**config.mk**
```make
export PLATFORM = sky130hd
export DESIGN_NAME = cpumc_arb
export DESIGN_NICKNAME = d
export VERILOG_FILES = /design/src/rtl/cpumc_arb.sv
export SDC_FILE = /design/constraint.sdc
export NUM_CORES = 1
export LEC_CHECK = 0
export CORE_AREA = 4 4 67 69
export CTS_BUF_LIST = sky130_fd_sc_hd__clkbuf_4 sky130_fd_sc_hd__clkbuf_8 sky130_fd_sc_hd__clkbuf_16
export DETAILED_ROUTE_END_ITERATION = 12
export DIE_AREA = 0 0 71 73
export PLACE_DENSITY = 0.74
export SYNTH_ARGS = -nofsm -noshare
export SYNTH_HDL_FRONTEND = slang
export SYNTH_SLANG_ARGS = --single-unit
```
**constraint.sdc**
```tcl
create_clock -name clk_in -period 1.2 [get_ports clk_in]
set_input_delay 0.24 -clock clk_in [delete_from_list [all_inputs] [get_ports clk_in]]
set_output_delay 0.24 -clock clk_in [all_outputs]
set_load 0.02 [all_outputs]
```
**src/rtl/cpumc_arb.sv**
```systemverilog
// cpumc_arb: NUM_MASTERS-way arbiter for the shared cpumc bus with registered one-hot grants,
// a turnaround idle gap on every ownership change and a CPU stall. Round-robin option: CPUMC_ARB_ROUND_ROBIN_EN.
module cpumc_arb #(
    parameter int NUM_MASTERS = 3,
    parameter int AW          = 16,
    parameter int DW          = 8,
    parameter int TURN_CYCLES = 1
) (
    input  logic                      clk_in,
    input  logic                      rst_in,
    input  logic [NUM_MASTERS-1:0]    req_in,
    input  logic [NUM_MASTERS*AW-1:0] m_a_in,
    input  logic [NUM_MASTERS-1:0]    m_r_nw_in,
    input  logic [NUM_MASTERS*DW-1:0] m_d_in,
    output logic [NUM_MASTERS-1:0]    gnt_out,
    output logic                      cpu_ready_out,
    output logic [2:0]                owner_out,
    output logic [AW-1:0]             cpumc_a_out,
    output logic                      cpumc_r_nw_out,
    output logic [DW-1:0]             cpumc_d_out
);

    // state   | meaning
    // ST_OWN  | owner_q holds the bus, gnt one-hot
    // ST_TURN | no owner, bus parked (a=0, r_nw=1, d=0), turnaround counter running

    typedef enum logic [0:0] {
        ST_OWN  = 1'b0,
        ST_TURN = 1'b1
    } state_t;

    localparam logic [2:0] TURN_LOAD = (TURN_CYCLES > 0) ? 3'(TURN_CYCLES - 1) : 3'd0;

    state_t                 state_q, state_d;
    logic [NUM_MASTERS-1:0] gnt_q, gnt_d;
    logic [2:0]             owner_q, owner_d;
    logic [2:0]             cnt_q, cnt_d;
    logic [2:0]             win;

    // CPU request is implicit, so its req bit carries no information.
    logic unused_req0;
    assign unused_req0 = req_in[0];

`ifdef CPUMC_ARB_ROUND_ROBIN_EN
    logic [2:0] ptr_q, ptr_d;
    logic [2:0] rr_win;
    logic       rr_found;
    logic [3:0] rr_cand;
    logic       owner_holds;

    always_comb begin
        rr_win   = 3'd0;
        rr_found = 1'b0;
        rr_cand  = 4'd0;
        for (int k = 0; k < NUM_MASTERS - 1; k++) begin
            rr_cand = {1'b0, ptr_q} + 4'd1 + 4'(k);
            if (rr_cand > 4'(NUM_MASTERS - 1)) begin
                rr_cand = rr_cand - 4'(NUM_MASTERS - 1);
            end
            for (int i = 1; i < NUM_MASTERS; i++) begin
                if (!rr_found && rr_cand == 4'(i) && req_in[i]) begin
                    rr_found = 1'b1;
                    rr_win   = 3'(i);
                end
            end
        end
    end

    // A DMA/debug owner keeps the bus until it drops its own request.
    assign owner_holds = |(gnt_q[NUM_MASTERS-1:1] & req_in[NUM_MASTERS-1:1]);

    always_comb begin
        win = 3'd0;
        if (state_q == ST_OWN && owner_holds) begin
            win = owner_q;
        end else if (rr_found) begin
            win = rr_win;
        end
    end
`else
    always_comb begin
        win = 3'd0;
        for (int i = 1; i < NUM_MASTERS; i++) begin
            if (req_in[i]) begin
                win = 3'(i);
            end
        end
    end
`endif

    always_comb begin
        state_d = state_q;
        gnt_d   = gnt_q;
        owner_d = owner_q;
        cnt_d   = cnt_q;
`ifdef CPUMC_ARB_ROUND_ROBIN_EN
        ptr_d   = ptr_q;
`endif
        case (state_q)
            ST_OWN: begin
                if (win != owner_q) begin
                    if (TURN_CYCLES == 0) begin
                        for (int i = 0; i < NUM_MASTERS; i++) begin
                            gnt_d[i] = (win == 3'(i));
                        end
                        owner_d = win;
`ifdef CPUMC_ARB_ROUND_ROBIN_EN
                        if (win != 3'd0) ptr_d = win;
`endif
                    end else begin
                        state_d = ST_TURN;
                        cnt_d   = TURN_LOAD;
                        gnt_d   = '0;
                    end
                end
            end
            ST_TURN: begin
                if (cnt_q != 3'd0) begin
                    cnt_d = cnt_q - 3'd1;
                end else begin
                    // Winner is re-sampled here so a request dropped mid-turnaround is never granted.
                    state_d = ST_OWN;
                    for (int i = 0; i < NUM_MASTERS; i++) begin
                        gnt_d[i] = (win == 3'(i));
                    end
                    owner_d = win;
`ifdef CPUMC_ARB_ROUND_ROBIN_EN
                    if (win != 3'd0) ptr_d = win;
`endif
                end
            end
            default: begin
                state_d = ST_OWN;
                gnt_d   = {{(NUM_MASTERS-1){1'b0}}, 1'b1};
                owner_d = 3'd0;
                cnt_d   = 3'd0;
            end
        endcase
    end

    always_ff @(posedge clk_in) begin
        if (rst_in) begin
            state_q <= ST_OWN;
            gnt_q   <= {{(NUM_MASTERS-1){1'b0}}, 1'b1};
            owner_q <= 3'd0;
            cnt_q   <= 3'd0;
`ifdef CPUMC_ARB_ROUND_ROBIN_EN
            ptr_q   <= 3'(NUM_MASTERS - 1);
`endif
        end else begin
            state_q <= state_d;
            gnt_q   <= gnt_d;
            owner_q <= owner_d;
            cnt_q   <= cnt_d;
`ifdef CPUMC_ARB_ROUND_ROBIN_EN
            ptr_q   <= ptr_d;
`endif
        end
    end

    logic [AW-1:0] bus_a;
    logic [DW-1:0] bus_d;
    logic          bus_r_nw;

    // AND-OR mux on the one-hot grant; an all-zero grant parks the bus as a read of 0.
    always_comb begin
        bus_a    = '0;
        bus_d    = '0;
        bus_r_nw = 1'b0;
        for (int i = 0; i < NUM_MASTERS; i++) begin
            bus_a    = bus_a | (m_a_in[i*AW +: AW] & {AW{gnt_q[i]}});
            bus_d    = bus_d | (m_d_in[i*DW +: DW] & {DW{gnt_q[i]}});
            bus_r_nw = bus_r_nw | (m_r_nw_in[i] & gnt_q[i]);
        end
    end

    assign gnt_out        = gnt_q;
    assign owner_out      = owner_q;
    assign cpu_ready_out  = gnt_q[0];
    assign cpumc_a_out    = bus_a;
    assign cpumc_d_out    = bus_d;
    assign cpumc_r_nw_out = (gnt_q == '0) ? 1'b1 : bus_r_nw;

endmodule

```
## After elaboration in Yosys (flattened, before gate mapping)

Cells that the tools add are included.

| storage, ports and cells | value |
|---|---|
| register bits | 10 |
| output and inout port bits | 32 |

| cells by class | value |
|---|---|
| equality and inequality tests | 6 |
| reduce and logical (&&, ||, !) cells | 6 |
| add/sub/neg operators | 1 |
| multiplexer cells | 11 |
| bitwise operators | 17 |

Operators by type and width:

| operator | count |
|---|---|
| AND 16 bit | 3 |
| bitwise OR 16 bit | 2 |
| AND 8 bit | 3 |
| bitwise OR 8 bit | 2 |
| case mux 3 bit (2 select lines) | 2 |
| 2-to-1 mux 3 bit | 3 |
| logical NOT 3 bit | 2 |
| AND reduction 2 bit | 3 |
| 2-to-1 mux 1 bit | 4 |
| inequality test 2 bit (second input constant) | 2 |
| AND 1 bit | 3 |
| equality test 3 x 1 -> 1 bit (second input constant) | 1 |
| equality test 3 x 2 -> 1 bit (second input constant) | 1 |
| inequality test 3 bit | 1 |
| nonzero test 3 bit | 1 |
| subtractor 3 x 1 -> 3 bit (second input constant) | 1 |
| 2-to-1 mux 2 bit | 1 |
| inequality test 2 x 1 -> 1 bit (second input constant) | 1 |
| inverter 1 bit | 2 |
| bitwise OR 1 bit | 2 |
| case mux 1 bit (2 select lines) | 1 |

## Logic depth before layout (Yosys ltp)

| depth | value |
|---|---|
| depth after elaboration | 5 |
| mapped depth | 6 |

## Least setup slack after synthesis

No wires, ideal clock.

| timing | value |
|---|---|
| path type | reg2out |
| from | register gnt_q[0], in the netlist gnt_out[0] |
| to | output port cpumc_r_nw_out |
| arrival time | 1.362 ns |
| path buffers | 2 |
| cell stages (with the launch flop) | 4 |
| path slack | -0.402 ns |
| cell sequence | dfxtp_1 -> clkbuf_1 -> clkbuf_1 -> o31ai_1 |

| on the way | value |
|---|---|
| word-level cells in the longest chain between the ends | 4 |

RTL lines:

| element | RTL line | RTL |
|---|---|---|
| start: declaration | 35 | `logic [NUM_MASTERS-1:0] gnt_q, gnt_d;` |
| start signal: assignment | 144 | `gnt_q <= {{(NUM_MASTERS-1){1'b0}}, 1'b1};` |
| start signal: assignment | 152 | `gnt_q <= gnt_d;` |
| AND 1 bit | 173 | `bus_r_nw = bus_r_nw \| (m_r_nw_in[i] & gnt_q[i]);` |
| bitwise OR 1 bit (2 in series) | 173 |  |
| 2-to-1 mux 1 bit (*) | 182 | `assign cpumc_r_nw_out = (gnt_q == '0) ? 1'b1 : bus_r_nw;` |
| end: declaration | 19 | `output logic cpumc_r_nw_out,` |

Mark *: on every way between the ends. The rest lies on a longest branch, timed or not.

## Worst setup path in the final report

| timing | value |
|---|---|
| from | register gnt_q[0], in the netlist gnt_out[0] |
| to | output port cpumc_d_out[3] |

| on the way | value |
|---|---|
| word-level cells in the longest chain between the ends | 3 |

RTL lines:

| element | RTL line | RTL |
|---|---|---|
| AND 8 bit | 172 | `bus_d = bus_d \| (m_d_in[i*DW +: DW] & {DW{gnt_q[i]}});` |
| bitwise OR 8 bit (2 in series) | 172 |  |
| end: declaration | 20 | `output logic [DW-1:0] cpumc_d_out` |

No other way between the ends.

==> results.sh <==
export IMPL_cts_tree="yes"
export IMPL_hp_class="flip-flop to flip-flop"
export IMPL_setup_ws_ps=-412
export IMPL_setup_violations_final=30
export IMPL_netlist_top_cells_count="inv_1, a222oi_1, clkbuf_1, dfxtp_1, nand2_1"
export IMPL_overflow=0
export IMPL_synthTopCellsByArea="a222oi_1, dfxtp_1, inv_1"
export IMPL_antenna_diode_count=0
export IMPL_grt_pass1_vias=1268
export IMPL_port_buffers=109
export IMPL_cts_buffers=3
export IMPL_syn_inst=110
export IMPL_drt_wl_total_um=4450
export IMPL_post_route_period_util_pct=134
export IMPL_rows=23
export IMPL_slew_violations=0
export IMPL_final_nets=319
export IMPL_clock_latency_ps=230
export IMPL_yosys_register_bits=9
export IMPL_status="complete, but fails checks"
export IMPL_violations="setup timing"
export IMPL_worstPathMaxFanout=6
export IMPL_ir_drop_uv=912
export IMPL_holdBufCountCts=0
export IMPL_io_pins=112
export IMPL_ys_flop_type="dfxtp_1"
export IMPL_nFillCells=355
export IMPL_crit_type="flip-flop to output pin"
export IMPL_crit_path_end_kind="output pin"
export IMPL_die_h_um=73
export IMPL_track_usage_pct=15.3
export IMPL_final_cell_count_no_fill=286
export IMPL_core_area_um2=3910
export IMPL_syn_area_um2=828
export IMPL_hold_viol=0
export IMPL_cp_required_ps=960
export IMPL_max_freq_mhz=620
export IMPL_wire_per_inst_um=15.6
export IMPL_placedCellCount=276
export IMPL_vias=1366
export IMPL_fin_skew_ps=0.981
export IMPL_maxCapViolCount=0
export IMPL_die_area_um2=5180
export IMPL_p_per_area_nw_per_um2=741
export IMPL_synth_top_area_share_pct=30.2
export IMPL_ys_types=26
export IMPL_synth_most_common_cell="inv_1"
export IMPL_area_delta_synth_final_pct=174
export IMPL_die_w_um=71
export IMPL_ant_nets=0
export IMPL_cts_max_level=1
export IMPL_multi_input_area_um2=537
export IMPL_antenna_found_initial=0
export IMPL_ctsLongestPathBuffers=2
export IMPL_p_total_w=0.00168
export IMPL_clkTransAtPathRegs_ps=50
export IMPL_syn_area_per_cell_um2=7.53
export IMPL_drt_iter0_drc=142
export IMPL_leakagePower_nw=1.05
export IMPL_ys_seq_area_share_pct=21.8
export IMPL_synth_edff_count=0
export IMPL_via_per_inst=4.78
export IMPL_start_util_pct=21.2
export IMPL_yosysTopAreaCell="a222oi_1"
export IMPL_worstSetupStartpointType="flip-flop"
export IMPL_numClockSinks=9
export IMPL_drive_gt1_share_pct=30.9
export IMPL_grt_max_degree=19
export IMPL_gp_congestion=0.854
export IMPL_cts_root_buf="clkbuf_8"
export IMPL_rsz0062_at_grt="yes"
export IMPL_dp_hpwl_um=3650
export IMPL_drc=0
export IMPL_seqCellArea_um2=198
export IMPL_synth_yosys_warnings=0
export IMPL_worstPathArrival_ps=1370
export IMPL_synth_fp_nets=192
export IMPL_detail_route_first_pass_iterations=5
export IMPL_grt_first_pass_wirelength_um=6400
export IMPL_period_needed_ps=1610
export IMPL_synthArstFlopShare_pct=0
==> stage by stage <==
step / setup slack [ps] / hold WS, ps / util [%] / area [µm²] / TNS [ps]
floorplan: -162 / 389 / - / 908 / -3230
global placement: -789 / 470 / 54.5 / 2130 / -18620
CTS: -386 / 490 / 54.2 / 2120 / -8990
finish: -412 / 489 / 57.9 / 2270 / -8650
global route: -472 / 494 / 57.9 / 2270 / -10430
detailed placement: -810 / 480 / 54.5 / 2130 / -19210
==> placed cells by master, fill, tap and decap left out <==
cell             instances
a21oi_1                  3
a221o_1                  1
a222oi_1                25
a31o_1                   2
and2_4                   1
and2b_1                  1
and3_4                   1
buf_12                   3
buf_2                   10
buf_4                   17
buf_6                   23
clkbuf_16                1
clkbuf_4                 1
clkbuf_8                 3
clkdlybuf4s50_1         74
conb_1                   1
dfxtp_1                  3
dfxtp_2                  2
dfxtp_4                  4
dlygate4sd2_1            5
dlymetal6s2s_1           1
ha_1                     1
ha_4                     1
inv_1                   25
inv_2                    2
nand2_1                  3
nand2_2                  1
nand2b_1                 3
nand3_1                  1
nand3b_1                 3
nand4b_1                 1
nor2_1                   3
nor2b_4                  1
nor3_1                   3
o21ai_1                  1
o22ai_1                  1
o22ai_2                  1
o31ai_4                  1
xnor2_1                  2
==> worst max-delay path, stage by stage (launching register included) <==
cell and delay, ps:
dfxtp_4 370, buf_6 130, buf_6 100, a222oi_1 310, inv_1 90, buf_6 140
==> report_power, final <==
part,internal [W],total (W),switching [W]
registers,0.000312,0.000340,0.0000274
logic,0.000580,0.000968,0.000388
clock network,0.000254,0.000371,0.000117
total,0.00115,0.00168,0.000533
==> kinds of logic after synthesis <==
group	synth area share (%)
AOI/OAI and AO/OA	38.4
xor gates and xnor gates	2.12
adders and majority gates	3.02
buffers and inverters	18.6
DFF	21.8
other	0.453
and+or+nand+nor	15.7
==> layout make-up <==
cell class	count	area share, %
Tap cell	50	2.76
Inverter	27	4.47
Multi-Input combinational cell	62	23.7
Clock buffer	4	2.15
Timing Repair Buffer	134	58.2
Sequential cell	9	8.72
==> worst paths after layout <==
| kind | end | from | slack (ps) | depth (start not counted) |
|---|---|---|---|---|
| max reg2reg | cnt_q[1]$_SDFFE_PP0P_ | owner_out[0]$_SDFFE_PP0P_ | -80 | 4 |
| max | cpumc_d_out[3] | gnt_out[0]$_SDFFE_PP1P_ | -410 | 5 |
| min | owner_out[1]$_SDFFE_PP0P_ | owner_out[1]$_SDFFE_PP0P_ | 490 | 2 |
| min reg2reg | owner_out[1]$_SDFFE_PP0P_ | owner_out[1]$_SDFFE_PP0P_ | 490 | 2 |
==> routing by layer <==
metal | wire, µm | part of all wire, % | track usage (%)
met1 | 1650 | 37 | 16.8
met2 | 2270 | 51 | 27.9
met3 | 439 | 9.9 | 5.51
met4 | 85 | 1.9 | 3.97
met5 | 0 | 0 | 0
==> sequential cells by signal, indices dropped and copies added (netlist names) <==
signal     cells
state_q        1
cnt_q          3
owner_out      2
gnt_out        3
==> timing repair <==
item | in CTS | in global routing
endpoints found under the setup margin | 38 | 37
pin swaps | 12 | 17
setup buffers | 3 | 2
gates resized for setup | 140 | 36
gates cloned | 0 | 1
No activity file was read; power rests on OpenSTA's default activity.
